File: src/rtl/program_loader.sv
// program_loader: byte-stream boot loader for the MIPS CPU instruction memory.
// Assembles big-endian words, zero-fills the remaining words, then releases the CPU.
module program_loader #(
    parameter int INSTR_MEM_SIZE = 64,
    parameter int ADDR_WIDTH     = 6
) (
    input  logic                  clock,
    input  logic                  reset,
    input  logic                  start,
    input  logic                  in_valid,
    input  logic [7:0]            in_data,
    output logic                  in_ready,
    output logic                  imem_we,
    output logic [ADDR_WIDTH-1:0] imem_addr,
    output logic [31:0]           imem_wdata,
    output logic                  cpu_run,
    output logic                  error
);
    localparam int IDX_W = ADDR_WIDTH + 1;
    localparam logic [15:0]      MEM_WORDS = 16'(INSTR_MEM_SIZE);
    localparam logic [IDX_W-1:0] LAST_ADDR = IDX_W'(INSTR_MEM_SIZE - 1);

    typedef enum logic [2:0] {
        IDLE, LEN_HI, LEN_LO, WORD, FILL, DONE, ERROR
    } state_t;

    state_t                state_q, state_d;
    logic [15:0]           len_q, len_d;
    logic [1:0]            byte_idx_q, byte_idx_d;
    logic [IDX_W-1:0]      idx_q, idx_d;
    logic [23:0]           asm_q, asm_d;
    logic                  we_q, we_d;
    logic [ADDR_WIDTH-1:0] addr_q, addr_d;
    logic [31:0]           wdata_q, wdata_d;
    logic                  run_q, run_d;
    logic                  err_q, err_d;

    logic                  xfer;
    logic [15:0]           len_full;
    logic [IDX_W-1:0]      idx_inc;

    assign in_ready   = (state_q == LEN_HI) || (state_q == LEN_LO) || (state_q == WORD);
    assign imem_we    = we_q;
    assign imem_addr  = addr_q;
    assign imem_wdata = wdata_q;
    assign cpu_run    = run_q;
    assign error      = err_q;

    assign xfer     = in_valid && in_ready;
    assign len_full = {len_q[15:8], in_data};
    assign idx_inc  = idx_q + 1'b1;

    always_comb begin
        state_d    = state_q;
        len_d      = len_q;
        byte_idx_d = byte_idx_q;
        idx_d      = idx_q;
        asm_d      = asm_q;
        we_d       = 1'b0;
        addr_d     = addr_q;
        wdata_d    = wdata_q;
        run_d      = run_q;
        err_d      = err_q;

        case (state_q)
            IDLE: begin
                if (start) begin
                    state_d    = LEN_HI;
                    idx_d      = '0;
                    byte_idx_d = '0;
                end
            end
            LEN_HI: begin
                if (xfer) begin
                    len_d[15:8] = in_data;
                    state_d     = LEN_LO;
                end
            end
            LEN_LO: begin
                if (xfer) begin
                    len_d = len_full;
                    if (len_full > MEM_WORDS) begin
                        state_d = ERROR;
                        err_d   = 1'b1;
                    end else if (len_full == 16'd0) begin
                        // Empty program: issue the addr-0 fill now so fill starts right after LEN_LO.
                        we_d    = 1'b1;
                        addr_d  = '0;
                        wdata_d = '0;
                        idx_d   = {{(IDX_W-1){1'b0}}, 1'b1};
                        state_d = (LAST_ADDR == '0) ? DONE : FILL;
                    end else begin
                        state_d = WORD;
                    end
                end
            end
            WORD: begin
                if (xfer) begin
                    if (byte_idx_q == 2'd3) begin
                        we_d       = 1'b1;
                        addr_d     = idx_q[ADDR_WIDTH-1:0];
                        wdata_d    = {asm_q, in_data};
                        idx_d      = idx_inc;
                        byte_idx_d = '0;
                        if (16'(idx_inc) == len_q) begin
                            state_d = (len_q == MEM_WORDS) ? DONE : FILL;
                        end
                    end else begin
                        asm_d      = {asm_q[15:0], in_data};
                        byte_idx_d = byte_idx_q + 2'd1;
                    end
                end
            end
            FILL: begin
                we_d    = 1'b1;
                addr_d  = idx_q[ADDR_WIDTH-1:0];
                wdata_d = '0;
                idx_d   = idx_inc;
                if (idx_q == LAST_ADDR) begin
                    state_d = DONE;
                end
            end
            DONE: begin
                run_d = 1'b1;
                if (start) begin
                    run_d      = 1'b0;
                    state_d    = LEN_HI;
                    idx_d      = '0;
                    byte_idx_d = '0;
                end
            end
            ERROR: begin
                if (start) begin
                    err_d      = 1'b0;
                    state_d    = LEN_HI;
                    idx_d      = '0;
                    byte_idx_d = '0;
                end
            end
            default: state_d = IDLE;
        endcase
    end

    always_ff @(posedge clock or posedge reset) begin
        if (reset) begin
            state_q    <= IDLE;
            len_q      <= '0;
            byte_idx_q <= '0;
            idx_q      <= '0;
            asm_q      <= '0;
            we_q       <= 1'b0;
            addr_q     <= '0;
            wdata_q    <= '0;
            run_q      <= 1'b0;
            err_q      <= 1'b0;
        end else begin
            state_q    <= state_d;
            len_q      <= len_d;
            byte_idx_q <= byte_idx_d;
            idx_q      <= idx_d;
            asm_q      <= asm_d;
            we_q       <= we_d;
            addr_q     <= addr_d;
            wdata_q    <= wdata_d;
            run_q      <= run_d;
            err_q      <= err_d;
        end
    end

endmodule
File: config.mk
export PLATFORM = sky130hd
export DESIGN_NAME = program_loader
export DESIGN_NICKNAME = d
export VERILOG_FILES = /design/src/rtl/program_loader.sv
export SDC_FILE = /design/constraint.sdc
export NUM_CORES = 1
export LEC_CHECK = 0
export ABC_CLOCK_PERIOD_IN_PS = 7200
export CORE_MARGIN = 1
export CORE_UTILIZATION = 31
export CTS_CLUSTER_DIAMETER = 150
export DETAILED_ROUTE_END_ITERATION = 8
export HOLD_SLACK_MARGIN = 0.15
export PLACE_DENSITY_LB_ADDON = 0.1
export SLEW_MARGIN = 30
export SYNTH_ARGS = -nofsm -noshare
export SYNTH_HDL_FRONTEND = slang
export SYNTH_SLANG_ARGS = --single-unit
File: constraint.sdc
create_clock -name clock -period 7.2 [get_ports clock]
set_clock_uncertainty 0.2 [all_clocks]
set_input_delay 1.44 -clock clock [delete_from_list [all_inputs] [get_ports clock]]
set_output_delay 1.44 -clock clock [all_outputs]
set_load 0.03 [all_outputs]
==> reports/qor.txt, run 1 <==
Outcome = finished clean
Initial antenna violation count = 0
HP Class = reg -> reg
Sequential fraction of the synthesis area = 53.2%
Crit path DAT = 4270 ps
Drt pass-1 iters = 4
CP Launch Type = input pin
Total CTS buffers = 9
Port Buffers = 53
Slew HR = 33.4%
Post-Place Cells = 610
Global route overflow = 0
Placeable Area = 13800 um^2
Critical path data required time = 7230 ps
Hold-fix buffers, CTS = 0
Vias in the first global route = 3081
Tmin final = 4240 ps
Flops & latches, synth = 93
Leakage = 2.56 nW
Clock-pin slew on the worst setup and hold paths = 60 ps
Mapped cell area = 4370 um^2
Layout Cells excl Fill = 625
Die Wd = 121 um
# DRC = 0
Maximum vdd ir drop = 0.188 mV
Final hold violations = 0
DIE HEIGHT = 121 um
Max Cap Viol = 0
Max Slew Vio Count = 0
R2R Path Start = state_q[1]
ANT cells = 0
Yosys warnings = 0
Final ANT Viol Nets = 0
Root buffer cell = clkbuf_16
Area growth syn-to-layout = 23.6%
Global-route wire length before repair = 16.1 mm
Pin count of the biggest net entering global routing = 65
Rows = 43
Die ar. = 14600 um^2
RSZ-0062 raised after global routing = false
TritonCTS clock tree = done
Nets = 455
WL/cell = 15.2 um
Setup TNS Final = 0 ps
Dpl hpwl = 6.42 mm
Placer Congestion = 0.766
# resized after CTS = 0
Final setup fails = 0
HP Start = cpu_run
Share of layout cells above drive strength 1 = 12.4%
Later-pin clock latency in the skew report = 350 ps
Top-level port count = 54
Starting DRC count in detailed routing = 104
Vias = 3007
Starting Density = 31.6%
Vias per cell = 4.81
Gr usage total = 14.4%
Clk sinks = 93
Most frequent cells in the layout = dfrtp_1, clkdlybuf4s50_1, nand2_1
WS Path Type = in -> reg
R2R Setup Slk = 4160 ps
Htree depth = 3
Worst Tran Pin Value = 992 ps
Final wirelength = 9.50 mm
CP max FO = 23
Syn_nets = 407
Post-CTS setup buffer count = 0
Period utilization = 58.9%
Crit path launch = in_data[3]
Most common cell after layout, fill and taps aside = dfrtp_1
FMAX = 236 MHz
Pwr Density = 482 nW/um^2
Syn avg cell area = 11.1 um^2
Synth unique cells = 49
CTS max path bufs = 2
Synthesized instance count = 393
CP Capture Type = flop
==> cells by family (layout without fill, tap and decap cells) <==
logic type | Yosys count | in the layout | synth area share (%)
mux | 80 | 80 | 19.7
fa+ha+maj | 2 | 2 | 0.572
compound gates | 45 | 45 | 7.01
buf+inv | 56 | 108 | 5.21
simple gates | 108 | 108 | 12.6
flops | 93 | 93 | 53.2
xor+xnor | 9 | 9 | 1.80
==> sequential cells by signal (all words and copies together), names as in the netlist <==
| signal | count |
|---|---|
| imem_we | 1 |
| byte_idx_q | 2 |
| idx_q | 7 |
| asm_q | 24 |
| imem_wdata | 32 |
| error | 1 |
| state_q | 3 |
| cpu_run | 1 |
| imem_addr | 6 |
| len_q | 16 |
==> worst max-delay path, stage by stage <==
cell and delay (ps):
clkdlybuf4s50_1 540, or4_1 590, o41a_1 550, o21bai_4 430, buf_4 360, mux2_1 350
==> per-layer routing <==
layer	wire, um	up-vias	track usage, %
met5	0	-	0
met4	141	0	5.40
met3	355	11	3.63
met2	4430	57	23.0
met1	4580	1492	18.9
li1	-	1447	-
==> through the flow <==
stage | util, % | setup slack (ps) | hold slack (ps) | total power, mW | cell area (um^2)
CTS | 39.1 | 2920 | 293 | 2.65 | 5400
global placement | 36.8 | 2580 | 274 | 2.12 | 5090
global route | 39.1 | 2830 | 311 | 2.81 | 5410
floorplan | - | 3140 | 258 | 1.73 | 4370
finish | 39.1 | 2960 | 288 | 2.61 | 5410
detailed placement | 36.8 | 2560 | 278 | 2.13 | 5090
==> synth_stat cells (all sizes together) <==
cell type / count / area (um^2)
or4: 2 / 15.0
a311oi: 2 / 17.5
o221ai: 1 / 8.76
inv: 36 / 135
nand2b: 6 / 37.5
ha: 2 / 25.0
nand4bb: 1 / 11.3
nor3b: 4 / 40.0
xor2: 4 / 35.0
mux2i: 33 / 330
xnor2: 5 / 43.8
clkbuf: 9 / 33.8
o2111ai: 1 / 8.76
and3: 2 / 12.5
o21a: 2 / 15.0
o2111a: 1 / 11.3
nor4: 5 / 31.3
a221oi: 1 / 8.76
o22ai: 2 / 12.5
o2bb2ai: 1 / 8.76
o22a: 1 / 8.76
nor3: 5 / 25.0
nand3: 5 / 25.0
mux2: 47 / 529
o41a: 1 / 11.3
a211oi: 1 / 7.51
o21ai: 14 / 70.1
o21bai: 3 / 22.5
nand2: 41 / 154
nor4b: 1 / 8.76
buf: 11 / 58.8
nand3b: 5 / 37.5
dfrtp: 93 / 2330
or2: 1 / 6.26
nor2: 18 / 67.6
a32o: 1 / 10.0
o211ai: 1 / 7.51
a221o: 1 / 10.0
a21oi: 6 / 30.0
and3b: 1 / 8.76
nor2b: 7 / 43.8
or3: 4 / 25.0
o31ai: 5 / 37.5
==> report_power, final <==
group          switching, mW  leakage [nW]  internal, mW
Combinational          0.604          1.30         0.528
Clock                  0.196         0.152         0.311
Sequential             0.194          1.10         0.774
Total                  0.994          2.56          1.61
==> worst paths after layout <==
check                      depth (start not counted)        endpoint
hold reg to reg                                    2         cpu_run
min in group asynchronous                          2  imem_wdata[27]
hold / removal                                     2         cpu_run
max in group asynchronous                          3  imem_wdata[26]
setup / recovery                                   6    imem_addr[2]
setup reg to reg                                   6    imem_addr[2]
==> layout make-up <==
cell class                 count  area, um^2
clock buffer                  11         243
timing repair buffer          57         561
inverter                      36         138
multi-input combinational    244        1840
tap                          180         225
fill                        1393        8420
sequential                    93        2330
clock inverter                 4        72.6
No activity file was read; power rests on OpenSTA's default activity.
==> run 2, diff against run 1 <==
Settings changed: ABC_CLOCK_PERIOD_IN_PS 7200 to 4050.
Clock period 7.2 ns to 4.05 ns, I/O delays scaled along.
==> run 2 against run 1 <==
Against the previous run:
- sequential power grew 78%
- worst setup slack lost 2100 ps
- hold slack gained 8.8 ps
==> reports/qor.txt, run 2 (same netlist as run 1, synthesis figures left out) <==
Global route overflow = 0
R2R Setup Slk = 1370 ps
Hold EP = asm_q[18]
Port Buffers = 53
Vias = 3009
Placeable Area = 13800 um^2
Max Cap Viol = 0
RSZ-0062 raised after global routing = false
Flop pwr share = 36.6%
TritonCTS clock tree = done
Post-Place Cells = 617
Worst R2R End = idx_q[2]
WS Path Type = in -> reg
CTS max path bufs = 2
R2R Path Start = state_q[2]
Leakage = 2.60 nW
Final Hold Slack = 297 ps
Dpl hpwl = 6.58 mm
Period utilization = 78.9%
Post-CTS setup buffer count = 0
HP Class = reg -> reg
Share of layout cells above drive strength 1 = 13.7%
Area growth syn-to-layout = 25.1%
Hold-fix buffers, CTS = 0
Pwr Density = 855 nW/um^2
Clk sinks = 93
# DRC = 0
Global-route wire length before repair = 16.4 mm
Slew HR = 39.2%
# resized after CTS = 0
Switch share = 38.0%
Worst r2r path cells = 6
Crit path launch = in_data[4]
CP max FO = 17
Fraction of power consumed by combinational cells = 43.3%
Die Wd = 121 um
Outcome = finished clean
Pin count of the biggest net entering global routing = 51
Vias in the first global route = 3102
CP Launch Type = input pin
Rows = 43
Clock power frac = 20.0%
Placer Congestion = 0.779
Later-pin clock latency in the skew report = 350 ps
Total CTS buffers = 9
Vias per cell = 4.75
Core Util, Final = 39.6%
Internal = 2.90 mW
Root buffer cell = clkbuf_16
Hold Crit Depth = 1
Psw = 1.78 mW
Starting Density = 31.6%
Worst Tran Pin Value = 909 ps
Final setup fails = 0
Most common cell after layout, fill and taps aside = dfrtp_1
DIE HEIGHT = 121 um
Setup TNS Final = 0 ps
Tmin final = 3190 ps
Clock-pin slew on the worst setup and hold paths = 60 ps
Die ar. = 14600 um^2
Drt pass-1 iters = 5
CP Capture Type = flop
Max Slew Vio Count = 0
Starting DRC count in detailed routing = 87
Most frequent cells in the layout = dfrtp_1, clkdlybuf4s50_1, nand2_1
Initial antenna violation count = 0
ANT cells = 0
Max FFs per register = 32
Gr usage total = 14.8%
HP Start = asm_q[18]
Crit path DAT = 3220 ps
FMAX = 313 MHz
Final hold violations = 0
Final ANT Viol Nets = 0
Htree depth = 3
Final wirelength = 9.64 mm
Nets = 462
Top-level port count = 54
Critical path data required time = 4070 ps
Maximum vdd ir drop = 0.318 mV
Design Power = 4.68 mW
Layout Cells excl Fill = 633
WL/cell = 15.2 um
## run 2: changes by cell type in the layout (fill, tap and decap cells not counted), sizes merged
cell,previous run,this run
inv,36,37
buf,4,11
clkbuf,11,12
clkinvlp,1,0
## run 2: cell type report
type	instances	area [um^2]
clock buffer	12	256
sequential	93	2330
clock inverter	4	77.6
fill	1365	8350
inverter	36	138
timing repair buffer	64	613
multi-input combinational	244	1840
tap	180	225
## run 2: metrics by stage
stage | area (um^2) | setup slack, ps
floorplan | 4370 | 620
detailed placement | 5140 | 501
CTS | 5470 | 871
global placement | 5140 | 534
global route | 5470 | 782
finish | 5470 | 855
## run 2: routing by layer
metal  vias up  track usage [%]  share of wire, %
met3        11             3.07               3.7
met2        63             22.0                43
met4         0             6.94               2.0
met5         -                0                 0
li1       1459                -                 -
met1      1476             20.4                51
## run 2: worst max-delay path, cell delays in order
cell and delay, ps:
clkdlybuf4s50_1 490, or4_1 590, o41a_1 570, o21bai_4 310
buf_4 270, mux2i_1 150
## run 2: how the worst max path moves through the flow
| stage | to | slack, ps | depth (start not counted) |
|---|---|---|---|
| floorplan | asm_q[0] | 620 | 1 |
| global placement | imem_wdata[5] | 530 | 6 |
| detailed placement | imem_wdata[7] | 500 | 6 |
| CTS | imem_wdata[11] | 870 | 6 |
| global route | imem_wdata[11] | 780 | 6 |
| finish | imem_wdata[11] | 860 | 6 |
## run 2: power groups by stage
| stage | clock [mW] | combinational, mW | sequential [mW] |
|---|---|---|---|
| floorplan | 0 | 1.07 | 2.00 |
| global placement | 0 | 2.04 | 1.74 |
| detailed placement | 0 | 2.07 | 1.74 |
| CTS | 0.972 | 2.07 | 1.73 |
| global route | 1.01 | 2.24 | 1.79 |
| finish | 0.938 | 2.03 | 1.72 |
==> run 3, diff against run 2 <==
Settings changed: ABC_CLOCK_PERIOD_IN_PS 4050 to 2900.
Clock period 4.05 ns to 2.9 ns, I/O delays scaled along.
==> run 3 against run 2 <==
Against the previous run:
- non-clock buffer count increased by 10
- critical path depth unchanged
- largest power group unchanged
- highest routed layer unchanged
- count of clock-buffer cells in the layout decreased by 2
- sequential cell count unchanged
- first-iteration DRC count increased by 44%
- global-route usage decreased by 0.27 points
- critical path type unchanged
==> reports/qor.txt, run 3 (same netlist as run 1, synthesis figures left out) <==
Area post-placement = 5270 um^2
Port Buffers = 53
Hold-fix buffers, CTS = 0
Worst setup path endpoint = imem_wdata[3]
FF+latch area = 2330 um^2
TritonCTS clock tree = done
Global route overflow = 0
Core Util, Final = 39.9%
Crit path DAT = 2740 ps
Total CTS buffers = 9
Die ar. = 14600 um^2
Post-CTS setup buffer count = 0
Fraction of power consumed by combinational cells = 45.9%
Area growth syn-to-layout = 26.2%
Psw = 2.47 mW
R2R Setup Slk = 320 ps
Final hold violations = 0
Maximum vdd ir drop = 0.400 mV
Nets = 472
Final ANT Viol Nets = 0
Vias in the first global route = 3087
Htree depth = 3
Max Cap Viol = 0
Pre-CTS WS = -196 ps
Initial antenna violation count = 0
Starting Density = 31.6%
Rows = 43
CP Launch Type = input pin
Critical path data required time = 2930 ps
Clock power frac = 16.9%
Setup TNS Final = 0 ps
Switch share = 38.8%
Fin worst setup slack = 186 ps
# resized after CTS = 0
Worst R2R End = state_q[0]
Clock-pin slew on the worst setup and hold paths = 60 ps
Flop pwr share = 37.2%
Global-route wire length before repair = 16.3 mm
Vias per cell = 4.71
Drt pass-1 iters = 4
Gr usage total = 14.5%
# DRC = 0
Max FFs per register = 32
Top-level port count = 54
Final wirelength = 9.49 mm
CP max FO = 18
Most frequent cells in the layout = dfrtp_1, clkdlybuf4s50_1, nand2_1
Placeable Area = 13800 um^2
Multi-input logic area = 1840 um^2
Dpl hpwl = 6.45 mm
ANT cells = 0
Layout fillers = 1396
Pin count of the biggest net entering global routing = 94
Most common cell after layout, fill and taps aside = dfrtp_1
Crit path launch = in_data[3]
DIE HEIGHT = 121 um
Share of layout cells above drive strength 1 = 15.2%
Worst Tran Pin Value = 532 ps
FMAX = 368 MHz
Slew HR = 64.5%
Period utilization = 93.6%
CP Capture Type = flop
RSZ-0062 raised after global routing = false
HP Start = asm_q[18]
Max Slew Vio Count = 0
Starting DRC count in detailed routing = 125
CTS max path bufs = 2
Later-pin clock latency in the skew report = 350 ps
Cell area after layout = 5520 um^2
HP Class = reg -> reg
WL/cell = 14.8 um
R2R Path Start = idx_q[1]
Final setup fails = 0
Placer Congestion = 0.803
WS Path Type = in -> reg
Root buffer cell = clkbuf_16
Internal = 3.89 mW
Clk sinks = 93
Pwr Density = 1150 nW/um^2
Vias = 3017
Leakage = 2.63 nW
Tmin final = 2710 ps
Die Wd = 121 um
Outcome = finished clean
Worst r2r path cells = 6
-- run 3: cell types whose count changed in the layout (fill, tap and decap cells not counted) --
| cell | previous run | this run |
|---|---|---|
| inv_4 | 1 | 0 |
| clkinvlp_4 | 0 | 2 |
| clkinv_4 | 1 | 0 |
| clkinv_2 | 0 | 2 |
| buf_4 | 11 | 17 |
| clkbuf_8 | 2 | 0 |
| bufinv_16 | 2 | 0 |
| buf_12 | 0 | 4 |
-- run 3: power groups by stage --
stage / combinational, mW / sequential (mW) / clock [mW]
floorplan: 1.49 / 2.79 / 0
global placement: 2.94 / 2.40 / 0
detailed placement: 2.97 / 2.41 / 0
CTS: 2.97 / 2.38 / 1.11
global route: 3.22 / 2.48 / 1.16
finish: 2.92 / 2.37 / 1.07
-- run 3: layout make-up --
cell class | instances | share of cell area, %
inverter | 36 | 2.52
tap | 180 | 4.08
sequential | 93 | 42.1
multi-input combinational | 244 | 33.3
timing repair buffer | 74 | 13.4
clock inverter | 4 | 0.476
clock buffer | 10 | 4.15
-- run 3: through the flow --
step	power (mW)	instances	hold WS [ps]
3_5_place_dp	5.38	627	276
4_1_cts	6.47	641	292
2_1_floorplan	4.28	393	258
3_3_place_gp	5.34	627	269
5_1_grt	6.86	641	306
6_report	6.36	641	285
-- run 3: routing by layer --
layer | GRT usage [%] | vias up | wire length (um) | share of wire [%]
met5 | 0 | - | 0 | 0
met4 | 6.94 | 0 | 182 | 1.9
met3 | 2.69 | 11 | 273 | 2.9
met2 | 21.8 | 45 | 4300 | 45
met1 | 20.1 | 1485 | 4740 | 50
li1 | - | 1476 | - | -
-- run 3: worst min path at each step --
stage | to | cells past startpoint
after global routing | asm_q[16] | 1
after global placement | asm_q[18] | 1
after CTS | asm_q[18] | 1
after detailed placement | asm_q[17] | 1
final | asm_q[18] | 1
after floorplan | asm_q[16] | 1
-- run 3: worst max-delay path: stages --
cell and delay, ps:
clkdlybuf4s50_1 470, or4_1 590, o41a_1 470, o21bai_4 280
buf_12 210, mux2i_1 130
